===== src/rtl/uart_boot_loader.sv =====
// UART-to-instruction-memory boot programmer: 8N1 receiver, little-endian word packer,
// sequential memory writer and core-reset control with timeout resync and bypass.
module uart_boot_loader #(
  parameter int          CLKS_PER_BIT = 87,
  parameter int          DATA_W       = 32,
  parameter int          ADDR_W       = 12,
  parameter logic [63:0] END_MARKER   = 64'h0000_0000_0000_0FFF,
  parameter int          TIMEOUT_CYC  = 100000
) (
  input  logic              clk_i,
  input  logic              reset,
  input  logic              boot_en_i,
  input  logic              rx_i,
  output logic              we_o,
  output logic [ADDR_W-1:0] addr_o,
  output logic [DATA_W-1:0] wdata_o,
  output logic              core_rst_o,
  output logic              done_o,
  output logic              err_o
);

  localparam int NB    = DATA_W / 8;
  localparam int IDX_W = (NB > 1) ? $clog2(NB) : 1;
  localparam int CNT_W = $clog2(CLKS_PER_BIT);
  localparam int TMO_W = $clog2(TIMEOUT_CYC + 1);
  localparam int HALF  = CLKS_PER_BIT / 2;
  localparam logic [DATA_W-1:0] END_WORD = END_MARKER[DATA_W-1:0];

  typedef enum logic [1:0] {RX_IDLE, RX_START, RX_DATA, RX_STOP} rx_state_t;
  typedef enum logic [1:0] {LOAD, DONE, ERR, BYPASS} ld_state_t;

  // ---------------- receiver ----------------
  logic             rx_s1, rx_s2;
  rx_state_t        rx_state, rx_state_n;
  logic [CNT_W-1:0] bit_cnt, bit_cnt_n;
  logic [2:0]       bit_idx, bit_idx_n;
  logic [7:0]       shreg, shreg_n;
  logic             byte_valid, frame_err, tick;

  always_ff @(posedge clk_i) begin
    if (reset) begin
      rx_s1    <= 1'b1;
      rx_s2    <= 1'b1;
      rx_state <= RX_IDLE;
      bit_cnt  <= '0;
      bit_idx  <= '0;
      shreg    <= '0;
    end else begin
      rx_s1    <= rx_i;
      rx_s2    <= rx_s1;
      rx_state <= rx_state_n;
      bit_cnt  <= bit_cnt_n;
      bit_idx  <= bit_idx_n;
      shreg    <= shreg_n;
    end
  end

  // byte_valid is combinational on the stop-bit sample so a word write follows one cycle later
  always_comb begin
    rx_state_n = rx_state;
    bit_cnt_n  = bit_cnt;
    bit_idx_n  = bit_idx;
    shreg_n    = shreg;
    byte_valid = 1'b0;
    frame_err  = 1'b0;
    tick       = (bit_cnt == CNT_W'(CLKS_PER_BIT - 1));
    case (rx_state)
      RX_IDLE: begin
        bit_cnt_n = '0;
        if (!rx_s2) rx_state_n = RX_START;
      end
      RX_START: begin
        if (bit_cnt == CNT_W'(HALF - 1)) begin
          bit_cnt_n  = '0;
          bit_idx_n  = '0;
          rx_state_n = rx_s2 ? RX_IDLE : RX_DATA;
        end else begin
          bit_cnt_n = bit_cnt + CNT_W'(1);
        end
      end
      RX_DATA: begin
        if (tick) begin
          bit_cnt_n = '0;
          shreg_n   = {rx_s2, shreg[7:1]};
          bit_idx_n = bit_idx + 3'd1;
          if (bit_idx == 3'd7) rx_state_n = RX_STOP;
        end else begin
          bit_cnt_n = bit_cnt + CNT_W'(1);
        end
      end
      RX_STOP: begin
        if (tick) begin
          bit_cnt_n  = '0;
          rx_state_n = RX_IDLE;
          byte_valid = rx_s2;
          frame_err  = !rx_s2;
        end else begin
          bit_cnt_n = bit_cnt + CNT_W'(1);
        end
      end
      default: rx_state_n = RX_IDLE;
    endcase
  end

  // ---------------- loader ----------------
  ld_state_t         ld_state, ld_state_n;
  logic [ADDR_W-1:0] wr_addr, wr_addr_n;
  logic              full, full_n;
  logic [IDX_W-1:0]  byte_idx, byte_idx_n;
  logic [DATA_W-1:0] word_buf, word_buf_n, asm_word;
  logic [TMO_W-1:0]  tmo_cnt, tmo_cnt_n;
  logic              we_n;
  logic [ADDR_W-1:0] addr_n;
  logic [DATA_W-1:0] wdata_n;

  always_ff @(posedge clk_i) begin
    if (reset) begin
      ld_state <= LOAD;
      wr_addr  <= '0;
      full     <= 1'b0;
      byte_idx <= '0;
      word_buf <= '0;
      tmo_cnt  <= '0;
      we_o     <= 1'b0;
      addr_o   <= '0;
      wdata_o  <= '0;
    end else begin
      ld_state <= ld_state_n;
      wr_addr  <= wr_addr_n;
      full     <= full_n;
      byte_idx <= byte_idx_n;
      word_buf <= word_buf_n;
      tmo_cnt  <= tmo_cnt_n;
      we_o     <= we_n;
      addr_o   <= addr_n;
      wdata_o  <= wdata_n;
    end
  end

  always_comb begin
    asm_word = word_buf;
    for (int i = 0; i < NB; i++) begin
      if (byte_idx == IDX_W'(i)) asm_word[8*i +: 8] = shreg;
    end
  end

  always_comb begin
    ld_state_n = ld_state;
    wr_addr_n  = wr_addr;
    full_n     = full;
    byte_idx_n = byte_idx;
    word_buf_n = word_buf;
    tmo_cnt_n  = tmo_cnt;
    we_n       = 1'b0;
    addr_n     = addr_o;
    wdata_n    = wdata_o;
    case (ld_state)
      LOAD: begin
        if (!boot_en_i) begin
          ld_state_n = BYPASS;
          byte_idx_n = '0;
          word_buf_n = '0;
          tmo_cnt_n  = '0;
        end else if (frame_err) begin
          ld_state_n = ERR;
        end else if (byte_valid) begin
          tmo_cnt_n = '0;
          if (byte_idx == IDX_W'(NB - 1)) begin
            byte_idx_n = '0;
            word_buf_n = '0;
            if (asm_word == END_WORD) begin
              ld_state_n = DONE;
            end else if (full) begin
              ld_state_n = ERR;
            end else begin
              we_n    = 1'b1;
              addr_n  = wr_addr;
              wdata_n = asm_word;
              // the address saturates; the full flag marks the last legal slot as used
              if (wr_addr == '1) full_n = 1'b1;
              else               wr_addr_n = wr_addr + ADDR_W'(1);
            end
          end else begin
            word_buf_n = asm_word;
            byte_idx_n = byte_idx + IDX_W'(1);
          end
        end else if (byte_idx != '0) begin
          if (tmo_cnt == TMO_W'(TIMEOUT_CYC - 1)) begin
            byte_idx_n = '0;
            word_buf_n = '0;
            tmo_cnt_n  = '0;
          end else begin
            tmo_cnt_n = tmo_cnt + TMO_W'(1);
          end
        end
      end
      BYPASS: begin
        if (boot_en_i) begin
          ld_state_n = LOAD;
          wr_addr_n  = '0;
          full_n     = 1'b0;
          byte_idx_n = '0;
          word_buf_n = '0;
          tmo_cnt_n  = '0;
        end
      end
      default: ld_state_n = ld_state;
    endcase
  end

  assign core_rst_o = (ld_state == LOAD) || (ld_state == ERR);
  assign done_o     = (ld_state == DONE);
  assign err_o      = (ld_state == ERR);

endmodule

===== config.mk =====
export PLATFORM = sky130hd
export DESIGN_NAME = uart_boot_loader
export DESIGN_NICKNAME = d
export VERILOG_FILES = /design/src/rtl/uart_boot_loader.sv
export SDC_FILE = /design/constraint.sdc
export NUM_CORES = 1
export LEC_CHECK = 0
export BUFFER_PORTS_ARGS = -buffer_cell sky130_fd_sc_hd__buf_2
export CORE_ASPECT_RATIO = 0.8
export CORE_MARGIN = 2
export CORE_UTILIZATION = 33
export DETAILED_ROUTE_END_ITERATION = 8
export PLACE_DENSITY = 0.51
export SYNTH_ARGS = -nofsm -noshare
export SYNTH_HDL_FRONTEND = slang
export SYNTH_SLANG_ARGS = --single-unit

===== constraint.sdc =====
create_clock -name clk_i -period 3.3 [get_ports clk_i]
set_clock_uncertainty 0.15 [all_clocks]
set_input_delay 0.495 -clock clk_i [delete_from_list [all_inputs] [get_ports clk_i]]
set_output_delay 0.495 -clock clk_i [all_outputs]
set_load 0.005 [all_outputs]

==> impl_metrics.py <==
metrics = {
    "status": {
        "outcome": "finished clean",
    },
    "grt": {
        "global_route_wire_length_before_repair_um": 25910,
        "met2_usage_pct": 22.86,
        "grt.busiest_layer": "met1",
        "via_count_of_the_first_global_routing_pass": 4840,
        "initial_antenna_violation_count": 0,
        "groute.layer.met3.usage_pct": 5.020,
        "grt_max_degree": 53,
        "groute.layer.met1.usage_pct": 24.69,
        "grt_usage_pct": 16.52,
        "grt_overflow": 0,
    },
    "sta": {
        "setup_violations": 0,
        "maxSlewHeadroom_pct": 51.41,
        "grt_setup_unrepaired": "false",
        "finalCritPeriodShare_pct": 93.16,
        "timing.hold.ws_ns": 0.1050,
        "max_freq_mhz": 325.3,
        "final-hold-violation-count": 0,
        "tightestPinTransition_ns": 0.7288,
        "final_critical_period_ns": 3.074,
        "maxSlewViolCount": 0,
        "setup_total_negative_slack_ns": 0,
    },
    "final_layout": {
        "num_antenna_cells": 0,
        "final_nets": 725,
        "layout.cells.most_common_list": "133 x sky130_fd_sc_hd__dfxtp_1, 96 x sky130_fd_sc_hd__nor2_1, 56 x sky130_fd_sc_hd__mux2i_1",
        "fin_area_sq_um": 7436,
        "post_route_cells_drive_above_1_share_pct": 18.47,
        "mostFrequentLayoutCell": "sky130_fd_sc_hd__dfxtp_1",
        "post_layout_nonfiller_instances": 978,
        "areaGrowthSynthToFinish_pct": 18.72,
        "finish.utilization_pct": 39.54,
        "nFillCells": 1888,
    },
    "clock_tree": {
        "clock_root_cell": "sky130_fd_sc_hd__clkbuf_16",
        "number_of_sinks_on_the_clock_net": 133,
        "clkTransAtPathRegs_ns": 0.06,
        "tritoncts": "yes",
        "ctsHtreeMaxLevel": 4,
        "cts_hold_bufs": 0,
        "worstSkewPairLatency_ns": 0.42,
        "max-clock-path-buffers": 2,
        "postCtsSetupBuffers": 0,
        "cts-buffers-inserted": 17,
    },
    "synth": {
        "mappedNetlistArea_sq_um": 6264,
        "synth_enable_flop_cells": 0,
        "syn_avg_cell_area_sq_um": 9.433,
        "synth_flop_cell": "sky130_fd_sc_hd__dfxtp_1",
        "yosysSeqAreaShare_pct": 42.51,
        "synthDistinctLibCells": 68,
        "synth.yosys.warnings": 0,
        "synthesis.instances": 664,
        "flops_latches_synth": 133,
        "synthesis.nets": 682,
        "postSynth.asyncResetShare_pct": 0,
    },
    "critical_path": {
        "criticalPathCategory": "flop to flop",
        "reg2reg_depth": 11,
        "worstPathRequired_ns": 3.48,
        "terminus_of_the_critical_flop_to_flop_path": "wdata_o[23]$_SDFFE_PP0P_",
        "cp_endpoint_kind": "flop",
        "worstPathMaxFanout": 52,
        "start_kind": "flop",
        "regToRegSetupSlack_ns": 0.23,
        "critPathArrivalTime_ns": 3.25,
        "worstReg2RegStart": "byte_idx[0]$_SDFFE_PP0P_",
    },
    "place": {
        "hpwl_um": 10950,
        "place_area_sq_um": 6753,
        "place_congestion": 0.8194,
        "post-place-cells": 946,
        "port_buffers": 51,
    },
    "power_and_ir_drop": {
        "pwr_density_cell_nw_per_um2": 574.5,
        "irDropWorstVdd_mv": 0.3261,
        "power.static_leakage_nw": 2.807,
    },
    "floorplan": {
        "initial_cell_density_of_the_core_pct": 33.31,
        "core_box_area_sq_um": 18810,
        "die_x_um": 158.0,
        "row_count": 45,
        "die_y_um": 127.2,
        "die_area_sq_um": 20110,
        "boundaryPins": 52,
    },
    "routing": {
        "routed_via_count": 5055,
        "routedWlPerCell_um": 15.94,
        "finalWirelength_um": 15590,
        "dr.first_iter.drc_count": 268,
        "final_antenna_net_count": 0,
        "post_drt_via_cell_ratio": 5.169,
        "detail_route.drc_violations": 0,
        "drt_pass1_iterations": 4,
    },
    "min_path": {
        "min_path_type": "input port to flop",
        "hold_path_depth": 2,
        "hold-path-endpoint": "rx_s1$_SDFF_PP1_",
        "min_delay_src": "rx_i",
    },
    "run": {
        "timing.max_cap.violations": 0,
    },
}
worst max-delay path by stage:
stage | start | endpoint | cells past startpoint
global placement | byte_idx[0]$_SDFFE_PP0P_ | wdata_o[17]$_SDFFE_PP0P_ | 11
CTS | byte_idx[0]$_SDFFE_PP0P_ | wdata_o[23]$_SDFFE_PP0P_ | 11
detailed placement | byte_idx[0]$_SDFFE_PP0P_ | wdata_o[10]$_SDFFE_PP0P_ | 11
floorplan | byte_idx[0]$_SDFFE_PP0P_ | ld_state[0]$_SDFFE_PP0P_ | 10
global route | byte_idx[0]$_SDFFE_PP0P_ | wdata_o[27]$_SDFFE_PP0P_ | 11
finish | byte_idx[0]$_SDFFE_PP0P_ | wdata_o[23]$_SDFFE_PP0P_ | 11
worst max-delay path, stage by stage (launching register included):
cell and delay (ns):
sky130_fd_sc_hd__dfxtp_1 0.33, sky130_fd_sc_hd__inv_1 0.13, sky130_fd_sc_hd__ha_1 0.40, sky130_fd_sc_hd__buf_4 0.26, sky130_fd_sc_hd__and3b_1 0.22, sky130_fd_sc_hd__o211ai_1 0.18
sky130_fd_sc_hd__nor4_1 0.09, sky130_fd_sc_hd__buf_4 0.16, sky130_fd_sc_hd__a311oi_4 0.27, sky130_fd_sc_hd__buf_4 0.45, sky130_fd_sc_hd__nor2_1 0.09, sky130_fd_sc_hd__a211oi_1 0.23
power by group:
group / leakage, nW / switching [W] / total, W / internal [W]
Combinational: 1.40 / 0.000307 / 0.000452 / 0.000145
Sequential: 1.07 / 0.0000202 / 0.00165 / 0.00163
Clock: 0.331 / 0.000711 / 0.00217 / 0.00146
Total: 2.81 / 0.00104 / 0.00427 / 0.00323
synthesized netlist by cell type (12+ instances only):
library cell	n	area (sq um)
sky130_fd_sc_hd__a211oi_1	32	240.2
sky130_fd_sc_hd__nor3_1	13	65.06
sky130_fd_sc_hd__ha_1	14	175.2
sky130_fd_sc_hd__a22o_1	24	210.2
sky130_fd_sc_hd__inv_1	14	52.55
sky130_fd_sc_hd__xor2_1	12	105.1
sky130_fd_sc_hd__nand3_1	12	60.06
sky130_fd_sc_hd__and3_1	20	125.1
sky130_fd_sc_hd__and2_1	13	81.33
sky130_fd_sc_hd__a21oi_1	28	140.1
sky130_fd_sc_hd__dfxtp_1	133	2663
sky130_fd_sc_hd__clkbuf_1	25	93.84
sky130_fd_sc_hd__nand2_1	20	75.07
sky130_fd_sc_hd__buf_2	12	60.06
sky130_fd_sc_hd__nor2_1	96	360.4
sky130_fd_sc_hd__mux2i_1	56	560.5
registers in the layout, summed over array words and instances (netlist names), named ones only:
| register | flops |
|---|---|
| wdata_o | 32 |
| addr_o | 12 |
| we_o | 1 |
| word_buf | 32 |
| shreg | 8 |
| ld_state | 2 |
| byte_idx | 2 |
| rx_state | 1 |
| rx_s1 | 1 |
| bit_idx | 3 |
| full | 1 |
| tmo_cnt | 17 |
| bit_cnt | 7 |
| wr_addr | 12 |
| rx_s2 | 1 |
metrics by stage:
stage               worst slack (ns)  power, W
finish                        0.2257  0.004272
global route                0.003192  0.004463
CTS                           0.2317  0.004326
detailed placement            0.2365  0.002141
global placement              0.3506  0.002127
floorplan                     0.6788  0.002008
per-layer routing:
layer  up-vias  part of all wire [%]
met5         -                     0
met4         0                  0.82
met3        11                   5.5
met2       134                    41
met1      2412                    53
li1       2498                     -
logic make-up after synthesis:
| group | synth area share (%) |
|---|---|
| AOI/OAI and AO/OA | 17.16 |
| xor gates and xnor gates | 2.657 |
| adders and majority gates | 2.797 |
| buffers and inverters | 5.074 |
| DFF | 42.51 |
| muxes | 10.21 |
| and+or+nand+nor | 19.60 |
area by class of cell:
cell class | instances | area (sq um) | area share, %
multi-input cells | 469 | 3308 | 44.49
flip-flops and latches | 133 | 2663 | 35.81
clock buffers | 20 | 456.7 | 6.142
repair buffers | 71 | 405.4 | 5.452
well taps | 258 | 322.8 | 4.341
clock inverters | 12 | 224.0 | 3.012
inverters | 15 | 56.30 | 0.7572
timing repair:
action	4_1_cts	5_1_grt
endpoints found under the setup margin	0	1
resized for setup	0	1
hold endpoints to repair	0	0
No activity file was read; power rests on OpenSTA's default activity.
